### config.mk
export PLATFORM = sky130hd
export DESIGN_NAME = ghost_dist_calc
export DESIGN_NICKNAME = d
export VERILOG_FILES = /design/src/rtl/ghost_dist_calc.sv
export SDC_FILE = /design/constraint.sdc
export NUM_CORES = 1
export LEC_CHECK = 0
export BUFFER_PORTS_ARGS = -buffer_cell sky130_fd_sc_hd__buf_4
export CAP_MARGIN = 30
export CORE_MARGIN = 2
export CORE_UTILIZATION = 55
export DETAILED_ROUTE_END_ITERATION = 8
export PLACE_DENSITY = 0.87
export REMOVE_ABC_BUFFERS = 1
export SLEW_MARGIN = 30
export SYNTH_ARGS = -nofsm -noshare
export SYNTH_HDL_FRONTEND = slang
export SYNTH_SLANG_ARGS = --single-unit
### constraint.sdc
create_clock -name Clk -period 8.35 [get_ports Clk]
set_input_delay 1.2525 -clock Clk [delete_from_list [all_inputs] [get_ports Clk]]
set_output_delay 1.2525 -clock Clk [all_outputs]
set_load 0.05 [all_outputs]
### src/rtl/ghost_dist_calc.sv
// Ghost chase helper: computes squared distances from each neighbour tile of the
// ghost to its target, with tunnel wrap, wall/reverse masking, over a 7-state FSM.
module ghost_dist_calc #(
    parameter int COORD_W = 6,
    parameter int GRID_W  = 28,
    parameter int GRID_H  = 31
) (
    input  logic               Clk,
    input  logic               Reset_n,
    input  logic               start,
    input  logic [COORD_W-1:0] ghost_x,
    input  logic [COORD_W-1:0] ghost_y,
    input  logic [COORD_W-1:0] target_x,
    input  logic [COORD_W-1:0] target_y,
    input  logic [3:0]         wall_mask,
    input  logic [1:0]         dir_cur,
    output logic               busy,
    output logic               done,
    output logic               dead_end,
    output logic [31:0]        dist_up,
    output logic [31:0]        dist_left,
    output logic [31:0]        dist_down,
    output logic [31:0]        dist_right,
    output logic [2:0]         dbg_state
);

    typedef enum logic [2:0] {
        S_IDLE  = 3'd0,
        S_LOAD  = 3'd1,
        S_CALC0 = 3'd2,
        S_CALC1 = 3'd3,
        S_CALC2 = 3'd4,
        S_CALC3 = 3'd5,
        S_DONE  = 3'd6
    } state_t;

    localparam int SQ_W = 2 * COORD_W + 2;
    localparam logic [COORD_W-1:0] X_MAX  = COORD_W'(GRID_W - 1);
    localparam logic [COORD_W:0]   Y_TOP  = (COORD_W + 1)'(GRID_H);
    localparam logic [COORD_W:0]   Y_LAST = (COORD_W + 1)'(GRID_H - 1);

    state_t state_q, state_d;
    logic   ready_q;

    logic [COORD_W-1:0] gx_q, gy_q, tx_q, ty_q;
    logic [3:0]         wall_q;
    logic [1:0]         dir_q;

    logic [COORD_W-1:0] nx_q [4];
    logic [COORD_W-1:0] ny_q [4];
    logic [3:0]         forb_q;
    logic               dead_pend_q;
    logic [31:0]        part_q [3];
    logic [31:0]        dist_q [4];
    logic               dead_q;

    logic               accept;
    logic [COORD_W-1:0] nx_d [4];
    logic [COORD_W-1:0] ny_d [4];
    logic [COORD_W:0]   gy_ext;
    logic               vblk_up, vblk_dn;
    logic [3:0]         rev_mask, blocked, forb_raw, forb_d;
    logic               dead_d;

    logic [1:0]         sel;
    logic [COORD_W:0]   dx, dy;
    logic [SQ_W-1:0]    dx_ext, dy_ext, sq_sum;
    logic [31:0]        dist_k;

    // ready_q blocks acceptance in the first cycle after reset release
    assign accept = (state_q == S_IDLE) && start && ready_q;

    always_comb begin
        state_d = state_q;
        unique case (state_q)
            S_IDLE:  if (accept) state_d = S_LOAD;
            S_LOAD:  state_d = S_CALC0;
            S_CALC0: state_d = S_CALC1;
            S_CALC1: state_d = S_CALC2;
            S_CALC2: state_d = S_CALC3;
            S_CALC3: state_d = S_DONE;
            S_DONE:  state_d = S_IDLE;
            default: state_d = S_IDLE;
        endcase
    end

    // Neighbour tiles and forbidden set, evaluated from the latched request
    always_comb begin
        gy_ext  = {1'b0, gy_q};
        vblk_up = (gy_q == '0) || (gy_ext > Y_TOP);
        vblk_dn = (gy_ext >= Y_LAST);

        nx_d[0] = gx_q;
        ny_d[0] = gy_q - COORD_W'(1);
        nx_d[1] = (gx_q == '0) ? X_MAX : gx_q - COORD_W'(1);
        ny_d[1] = gy_q;
        nx_d[2] = gx_q;
        ny_d[2] = gy_q + COORD_W'(1);
        nx_d[3] = (gx_q == X_MAX) ? '0 : gx_q + COORD_W'(1);
        ny_d[3] = gy_q;

        rev_mask = 4'b0001 << (dir_q ^ 2'd2);
        blocked  = wall_q | {1'b0, vblk_dn, 1'b0, vblk_up};
        forb_raw = blocked | rev_mask;
        // Reversing is allowed only as the last resort, and only if not walled
        if ((&forb_raw) && ((blocked & rev_mask) == 4'b0000)) begin
            forb_d = forb_raw & ~rev_mask;
        end else begin
            forb_d = forb_raw;
        end
        dead_d = &forb_d;
    end

    // Single shared squarer pair, time-multiplexed over CALC0..CALC3
    always_comb begin
        sel = 2'd0;
        unique case (state_q)
            S_CALC1: sel = 2'd1;
            S_CALC2: sel = 2'd2;
            S_CALC3: sel = 2'd3;
            default: sel = 2'd0;
        endcase
        dx     = {1'b0, nx_q[sel]} - {1'b0, tx_q};
        dy     = {1'b0, ny_q[sel]} - {1'b0, ty_q};
        dx_ext = {{(COORD_W + 1){dx[COORD_W]}}, dx};
        dy_ext = {{(COORD_W + 1){dy[COORD_W]}}, dy};
        sq_sum = dx_ext * dx_ext + dy_ext * dy_ext;
        dist_k = forb_q[sel] ? 32'hFFFF_FFFF : {{(32 - SQ_W){1'b0}}, sq_sum};
    end

    always_ff @(posedge Clk or negedge Reset_n) begin
        if (!Reset_n) begin
            state_q     <= S_IDLE;
            ready_q     <= 1'b0;
            gx_q        <= '0;
            gy_q        <= '0;
            tx_q        <= '0;
            ty_q        <= '0;
            wall_q      <= '0;
            dir_q       <= '0;
            forb_q      <= '0;
            dead_pend_q <= 1'b0;
            dead_q      <= 1'b0;
            for (int i = 0; i < 4; i++) begin
                nx_q[i]   <= '0;
                ny_q[i]   <= '0;
                dist_q[i] <= 32'hFFFF_FFFF;
            end
            for (int i = 0; i < 3; i++) begin
                part_q[i] <= 32'hFFFF_FFFF;
            end
        end else begin
            state_q <= state_d;
            ready_q <= 1'b1;
            if (accept) begin
                gx_q   <= ghost_x;
                gy_q   <= ghost_y;
                tx_q   <= target_x;
                ty_q   <= target_y;
                wall_q <= wall_mask;
                dir_q  <= dir_cur;
            end
            if (state_q == S_LOAD) begin
                for (int i = 0; i < 4; i++) begin
                    nx_q[i] <= nx_d[i];
                    ny_q[i] <= ny_d[i];
                end
                forb_q      <= forb_d;
                dead_pend_q <= dead_d;
            end
            if ((state_q == S_CALC0) || (state_q == S_CALC1) || (state_q == S_CALC2)) begin
                part_q[sel] <= dist_k;
            end
            // All four results land together so DONE presents a complete set
            if (state_q == S_CALC3) begin
                dist_q[0] <= part_q[0];
                dist_q[1] <= part_q[1];
                dist_q[2] <= part_q[2];
                dist_q[3] <= dist_k;
                dead_q    <= dead_pend_q;
            end
        end
    end

    assign busy       = (state_q == S_LOAD) || (state_q == S_CALC0) || (state_q == S_CALC1) ||
                        (state_q == S_CALC2) || (state_q == S_CALC3);
    assign done       = (state_q == S_DONE);
    assign dead_end   = dead_q;
    assign dist_up    = dist_q[0];
    assign dist_left  = dist_q[1];
    assign dist_down  = dist_q[2];
    assign dist_right = dist_q[3];
    assign dbg_state  = state_q;

endmodule

==> impl_metrics.yaml, run 1 <==
outcome:
  status: "finished clean"
clock_network:
  ctsHoldBuffers: 0
  tritoncts: "yes"
  root_buffer: "clkbuf_16"
  cts_buffers: 17
  insertion_delay_ns: 0.44
  cts_buffer_depth: 2
  clk_pin_slew_ns: 0.07
  cts.sinks: 180
  cts_htree_levels: 4
placed_design:
  io_buffers: 166
  dp_cells: 1619
  hpwl_um: 19000
  gp_congestion: 0.912
critical_path:
  path_delay_family: "adder cells"
  slowest_stage: "fa_1"
  slowest_delay_ns: 0.56
  end_kind: "flop"
  crit_top_cell: "fa_1"
  cp_data_required_time_ns: 8.68
  crit_type: "flop to flop"
  cp_data_arrival_time_ns: 8.22
  crit_path_start_kind: "flop"
  path_max_fanout: 11
  crit_buf_inv: 4
routing:
  wl_per_cell_um: 16.2
  post_drt_via_cell_ratio: 5.39
  vias: 8923
  ant_nets: 0
  post-route-drc-count: 0
  wl_um: 26800
  drt-pass1-iter-count: 5
  drtIter0Drc: 538
synth:
  ys_warn_count: 0
  synth.top_cell.area_share: 0.233
  yosysSeqAreaShare: 0.392
  synth_edf_count: 0
  syn_area_per_cell_um2: 9.21
  synth.area.top_cells: "dfstp_2 (23%), dfrtp_1 (16%), fa_1 (14%)"
  yosys-top-cells-count: "nand2_1 (271), inv_1 (133), nor2_1 (116), dfstp_2 (105), fa_1 (82)"
  syn_area_um2: 11800
  yosysMostFrequentCell: "nand2_1"
  netlist_instances: 1285
  yosysTopAreaCell: "dfstp_2"
  async_reset_ff_frac: 1.00
  ys.flop_type: "dfstp_2"
  synth_cell_types: 53
  ys_ff_latch: 180
global_route:
  grt_usage: 0.245
  globalRouteOverflowTotal: 0
  grt_antenna_before_repair: 0
  grt_pass1_vias: 9003
  grt_pass1_wl_um: 43600
  grt_max_degree: 109
worst_hold_path:
  hp-class: "flop to flop"
floorplan:
  rows: 53
  coreArea_um2: 21100
  dieArea_um2: 22700
  io_pins: 167
  die_w_um: 151
  initial_core_util: 0.561
  die_y_um: 151
timing:
  timing.setup.tns_ns: 0
  finalCriticalPeriod_ns: 7.89
  fin_skew_ns: 0.00752
  fmax_ghz: 0.127
  rsz0062_at_grt: "no"
  setup_violations: 0
  max-slew-margin-rel: 0.374
  period_share: 0.945
  worst_pin_slew_ns: 0.938
  hold_viol: 0
  slew_violations: 0
  worst_hold_slack_ns: 0.451
finish:
  drive_gt1_frac: 0.253
  final_util: 0.640
  antenna_cells: 0
  fill_cells: 1647
  instances_no_fill: 1655
  nets: 1546
  area_growth_pct: 14.0
flow_run:
  maxCapViolCount: 0
==> placed cells by master, fill, tap and decap left out, drive strengths merged, types with 4 or more instances in the layout <==
cell type    n
a21o        11
a21oi       51
xnor2       31
ha          64
mux2        13
dfrtp       75
o21ai       81
o22ai       16
dfstp      105
nor2       118
a31oi        4
fa          82
clkbuf      20
inv        142
a211oi       7
nand2      273
mux2i        4
nor2b       10
xor2        17
o22a         5
nand2b       8
buf        181
clkinv       4
nor3        21
nand3        9
==> kinds of logic after synthesis <==
family / count (synthesis) / synth area share
flip-flops: 180 / 0.392
multiplexers: 17 / 0.0158
AND/OR/NAND/NOR: 447 / 0.152
AO/OA/AOI/OAI: 190 / 0.0931
other: 1 / 0.000317
XOR/XNOR: 48 / 0.0362
buffers and inverters: 256 / 0.105
adder cells (fa/ha/maj): 146 / 0.206
==> final timing paths <==
check                             start             end  slack (ns)  cells past startpoint
min                          part_q[62]   dist_left[30]        0.45                      2
max in group asynchronous       Reset_n         ny_q[7]        6.25                      2
max                        dbg_state[0]  dist_right[11]        0.46                     30
min reg2reg                  part_q[62]   dist_left[30]        0.45                      2
min in group asynchronous       Reset_n        ny_q[10]        1.00                      1
max reg2reg                dbg_state[0]  dist_right[11]        0.46                     30
==> what timing repair did <==
item / CTS / global route
buffers inserted: 0 / 3
endpoints found under the setup margin: 0 / 20
gates resized for setup: 0 / 8
==> routing by layer <==
metal	part of all wire	wire, um	track usage	vias up
met3	0.044	1180	0.0373	80
met2	0.52	13900	0.431	277
met4	0.035	927	0.108	0
li1	-	-	-	4153
met5	0	0	0	-
met1	0.40	10800	0.300	4413
==> worst min-delay path: cells and delay by family, from the launching register on <==
family	cells	cell delay, ns
DFF	1	0.37
and+or+nand+nor	2	0.09
==> state kept, by name, summed over array words and instances, names as in the netlist <==
register     flops
part_q          45
nx_q            18
ny_q            17
dist_down       15
dist_left       15
dist_right      15
dist_up         15
gx_q             6
gy_q             6
tx_q             6
ty_q             6
forb_q           4
wall_q           4
dbg_state        3
dir_q            2
dead_end         1
dead_pend_q      1
ready_q          1
==> metrics by stage <==
stage | setup WS [ns] | cell area [um2]
2_1_floorplan | 0.547 | 11100
4_1_cts | 0.155 | 13400
6_report | 0.457 | 13500
3_3_place_gp | 0.475 | 12800
5_1_grt | 0.0351 | 13500
3_5_place_dp | 0.187 | 12800
==> layout make-up <==
type,instances,area (um2),area share
clock buffers,19,464,0.0344
clock inverters,13,135,0.0100
inverters,136,514,0.0381
multi-input cells,849,6000,0.444
flip-flops and latches,180,4640,0.344
well taps,275,344,0.0255
repair buffers,182,1400,0.104
repair inverters,1,5.00,0.000371
Power of run 1 is not shown: default switching activity piles up to over one toggle a cycle in this logic, so the estimate is an artifact.
==> inputs of run 2 (changes only) <==
CORE_UTILIZATION = 30   (was 55)
PLACE_DENSITY = 0.57   (was 0.87)
==> impl_metrics.yaml, run 2 (synthesis results as in run 1) <==
clock_network:
  cts.sinks: 180
  cts_buffer_depth: 2
  cts_buffers: 17
  root_buffer: "clkbuf_16"
  tritoncts: "yes"
  cts_htree_levels: 4
  insertion_delay_ns: 0.44
  clk_pin_slew_ns: 0.07
flow_run:
  maxCapViolCount: 0
critical_path:
  cp_data_arrival_time_ns: 8.14
  rr_startpoint: "dbg_state[1]"
  slowest_stage: "fa_1"
  r2r_slack_ns: 0.56
  worstReg2RegEnd: "part_q[13]"
  crit_type: "flop to flop"
  cp_data_required_time_ns: 8.70
  path_max_fanout: 16
  crit_path_start_kind: "flop"
  crit_top_cell: "fa_1"
  crit_buf_inv: 7
  rr_worst_depth: 30
  slowest_delay_ns: 0.58
  end_kind: "flop"
  path_delay_family: "adder cells"
global_route:
  grt_pass1_vias: 8444
  grt_pass1_wl_um: 44300
  grt_usage: 0.135
  grt_max_degree: 71
  grt_antenna_before_repair: 0
  globalRouteOverflowTotal: 0
routing:
  m1WireLength_um: 12100
  wl_met3_um: 900
  wl_per_cell_um: 13.9
  vias: 8359
  met2WireLength_um: 13000
  post_drt_via_cell_ratio: 4.40
  drt-pass1-iter-count: 4
  wl_um: 26400
  highest_layer: "met4"
  post-route-drc-count: 0
  drtIter0Drc: 333
  ant_nets: 0
timing:
  finalCriticalPeriod_ns: 7.79
  rsz0062_at_grt: "no"
  timing.setup.tns_ns: 0
  worst_pin_slew_ns: 0.863
  setup_violations: 0
  hold_viol: 0
  fmax_ghz: 0.128
  fin_skew_ns: 0.0133
  max-slew-margin-rel: 0.425
  slew_violations: 0
  period_share: 0.933
finish:
  area_growth_pct: 16.7
  final_common_cell: "nand2_1"
  largest_register_ffs: 45
  final_cell_mix: "nand2_1 (269), buf_4 (184), inv_1 (132)"
  nets: 1550
  reg_top3: "part_q x45, nx_q x18, ny_q x17"
  drive_gt1_frac: 0.255
  regMostFlops: "part_q"
  fill_cells: 3930
  antenna_cells: 0
worst_hold_path:
  hp-start: "part_q[43]"
  whs_endpoint: "dist_left[11]"
  min_path_cells: 2
  hp-class: "flop to flop"
floorplan:
  dieArea_um2: 41100
  io_pins: 167
  die_y_um: 203
  die_w_um: 203
  rows: 72
  coreArea_um2: 38800
  initial_core_util: 0.305
placed_design:
  gp_congestion: 0.882
  io_buffers: 166
  hpwl_um: 20100
outcome:
  status: "finished clean"
## run 2: final cells by class
class	count	area (um2)	area share
timing repair buffer	187	1420	0.102
inverter	136	514	0.0372
clock buffer	19	443	0.0321
tap	518	648	0.0469
sequential	180	4640	0.336
clock inverter	12	169	0.0122
multi-input combinational	849	5990	0.434
## run 2: worst min-delay path, stage by stage (launching register included)
cell	delay [ns]
dfstp_2	0.37
nand2_1	0.05
nand2_1	0.04
## run 2: routing by layer
layer / vias up / track usage
met1: 4036 / 0.179
met2: 128 / 0.226
met4: 0 / 0.0352
li1: 4169 / -
met3: 26 / 0.0238
met5: - / 0
## run 2: stage by stage
stage	utilization	cell area [um2]	std cells	setup WS (ns)	hold WS, ns
3_5_place_dp	0.338	13100	1866	0.227	0.445
2_1_floorplan	-	11100	1165	0.547	0.435
4_1_cts	0.354	13800	1897	0.214	0.449
5_1_grt	0.356	13800	1901	0.00676	0.458
6_report	0.356	13800	1901	0.562	0.445
3_3_place_gp	0.338	13100	1866	0.453	0.441
## run 2: worst max-delay path by stage
stage / from / endpoint / slack, ns / cells past startpoint
global route: dbg_state[1] / part_q[13] / 0.007 / 30
finish: dbg_state[1] / part_q[13] / 0.56 / 30
CTS: dbg_state[1] / part_q[13] / 0.21 / 27
global placement: dbg_state[1] / part_q[13] / 0.45 / 27
detailed placement: dbg_state[1] / part_q[13] / 0.23 / 27
floorplan: dbg_state[2] / part_q[13] / 0.55 / 28
## run 2: timing repair
action	4_1_cts	5_1_grt
buffers inserted	0	4
hold buffers	0	0
setup endpoints to repair	0	20
resized for setup	0	7
Power of run 2 is left out for the same reason.
==> inputs of run 3 (changes only) <==
GPL_TIMING_DRIVEN = 0   (was default)
MAX_ROUTING_LAYER = met4   (was default)
==> impl_metrics.yaml, run 3 (synthesis results as in run 1) <==
finish:
  multiInputGateArea_um2: 6040
  fill_cells: 3961
  antenna_cells: 0
  drive_gt1_frac: 0.260
  instances_no_fill: 1895
  final-seq-area_um2: 4650
  largest_register_ffs: 45
  regMostFlops: "part_q"
  nets: 1544
  area_growth_pct: 18.1
  final_common_cell: "nand2_1"
  final_cell_mix: "nand2_1 (267), buf_4 (172), inv_1 (130)"
  reg_top3: "part_q x45, nx_q x18, ny_q x17"
clock_network:
  cts_buffers: 17
  cts.sinks: 180
  ctsHoldBuffers: 0
  cts_buffer_depth: 2
  cts_htree_levels: 4
  insertion_delay_ns: 0.44
  clk_pin_slew_ns: 0.07
  tritoncts: "yes"
  root_buffer: "clkbuf_16"
worst_hold_path:
  hp-class: "flop to flop"
routing:
  drtIter0Drc: 477
  wl_met3_um: 971
  post-route-drc-count: 0
  m1WireLength_um: 12400
  drt-pass1-iter-count: 7
  highest_layer: "met4"
  post_drt_via_cell_ratio: 4.45
  wl_um: 26700
  ant_nets: 0
  wl_per_cell_um: 14.1
  vias: 8436
  met2WireLength_um: 13100
timing:
  slew_violations: 0
  fin_skew_ns: 0.00990
  hold_viol: 0
  period_share: 0.950
  worst_pin_slew_ns: 0.861
  max-slew-margin-rel: 0.424
  fmax_ghz: 0.126
  finalCriticalPeriod_ns: 7.94
  setup_violations: 0
global_route:
  grt_pass1_wl_um: 43800
  grt_usage: 0.136
  grt_pass1_vias: 8434
  globalRouteOverflowTotal: 0
  grt_max_degree: 84
  grt_antenna_before_repair: 0
floorplan:
  die_y_um: 203
  dieArea_um2: 41100
  initial_core_util: 0.305
  io_pins: 167
  die_w_um: 203
  rows: 72
  coreArea_um2: 38800
critical_path:
  path_max_fanout: 18
  end_kind: "flop"
  crit_top_cell: "fa_1"
  slowest_stage: "xor2_1"
  path_delay_family: "adder cells"
  cp_data_arrival_time_ns: 8.29
  crit_type: "flop to flop"
  slowest_delay_ns: 0.71
  crit_buf_inv: 5
  crit_path_start_kind: "flop"
  cp_data_required_time_ns: 8.70
placed_design:
  io_buffers: 166
  dp_cells: 1856
  gp_congestion: 0.834
  hpwl_um: 19800
outcome:
  status: "finished clean"
flow_run:
  maxCapViolCount: 0
run 3: cell count changes in the layout (fill, tap and decap cells not counted), moves of 2 or more:
cell | before | now
buf_16 | 0 | 6
nor2_4 | 1 | 3
dfrtp_1 | 74 | 72
buf_4 | 184 | 172
xnor2_1 | 30 | 28
nand2_1 | 269 | 267
dfrtp_4 | 0 | 3
inv_1 | 132 | 130
nor2_1 | 115 | 112
inv_4 | 0 | 2
buf_12 | 0 | 2
xnor2_2 | 1 | 3
buf_6 | 3 | 0
run 3: cell type report:
cell class / instances / share of cell area
clock buffer: 20 / 0.0328
inverter: 136 / 0.0373
timing repair buffer: 181 / 0.108
multi-input combinational: 849 / 0.432
clock inverter: 11 / 0.0108
tap: 518 / 0.0464
sequential: 180 / 0.333
run 3: worst paths after layout:
kind | from | end | slack [ns] | depth (start not counted)
min | part_q[11] | dist_down[11] | 0.45 | 2
min in group asynchronous | Reset_n | dist_up[7] | 0.88 | 1
max | dbg_state[0] | part_q[13] | 0.41 | 25
max in group asynchronous | Reset_n | dbg_state[2] | 6.59 | 3
min reg2reg | part_q[11] | dist_down[11] | 0.45 | 2
max reg2reg | dbg_state[0] | part_q[13] | 0.41 | 25
run 3: through the flow:
step	TNS (ns)	instance area [um2]	worst slack, ns	hold WS (ns)	util
3_3_place_gp	-4.34	13000	-0.407	0.442	0.335
4_1_cts	0	13800	0.00566	0.453	0.357
5_1_grt	-0.115	14000	-0.0311	0.465	0.360
3_5_place_dp	-4.14	13200	-0.388	0.443	0.340
2_1_floorplan	0	11100	0.547	0.435	-
6_report	0	14000	0.414	0.453	0.360
run 3: timing repair:
item                                    in CTS  in global routing
buffers inserted                             0                  8
endpoints found under the setup margin      20                 20
pin swaps                                    0                  0
resized for setup                            5                 17
endpoints found under the hold margin        0                  0
run 3: layer usage:
layer	track usage	vias to the layer above
li1	-	4153
met1	0.179	4116
met2	0.224	155
met3	0.0212	12
met4	0.0250	0
met5	-	-
run 3: tightest hold or removal path, cell delays in order, from the launching register on:
cell	delay [ns]
dfstp_2	0.37
nand2_1	0.05
nand2_1	0.04
Power of run 3 is left out for the same reason.
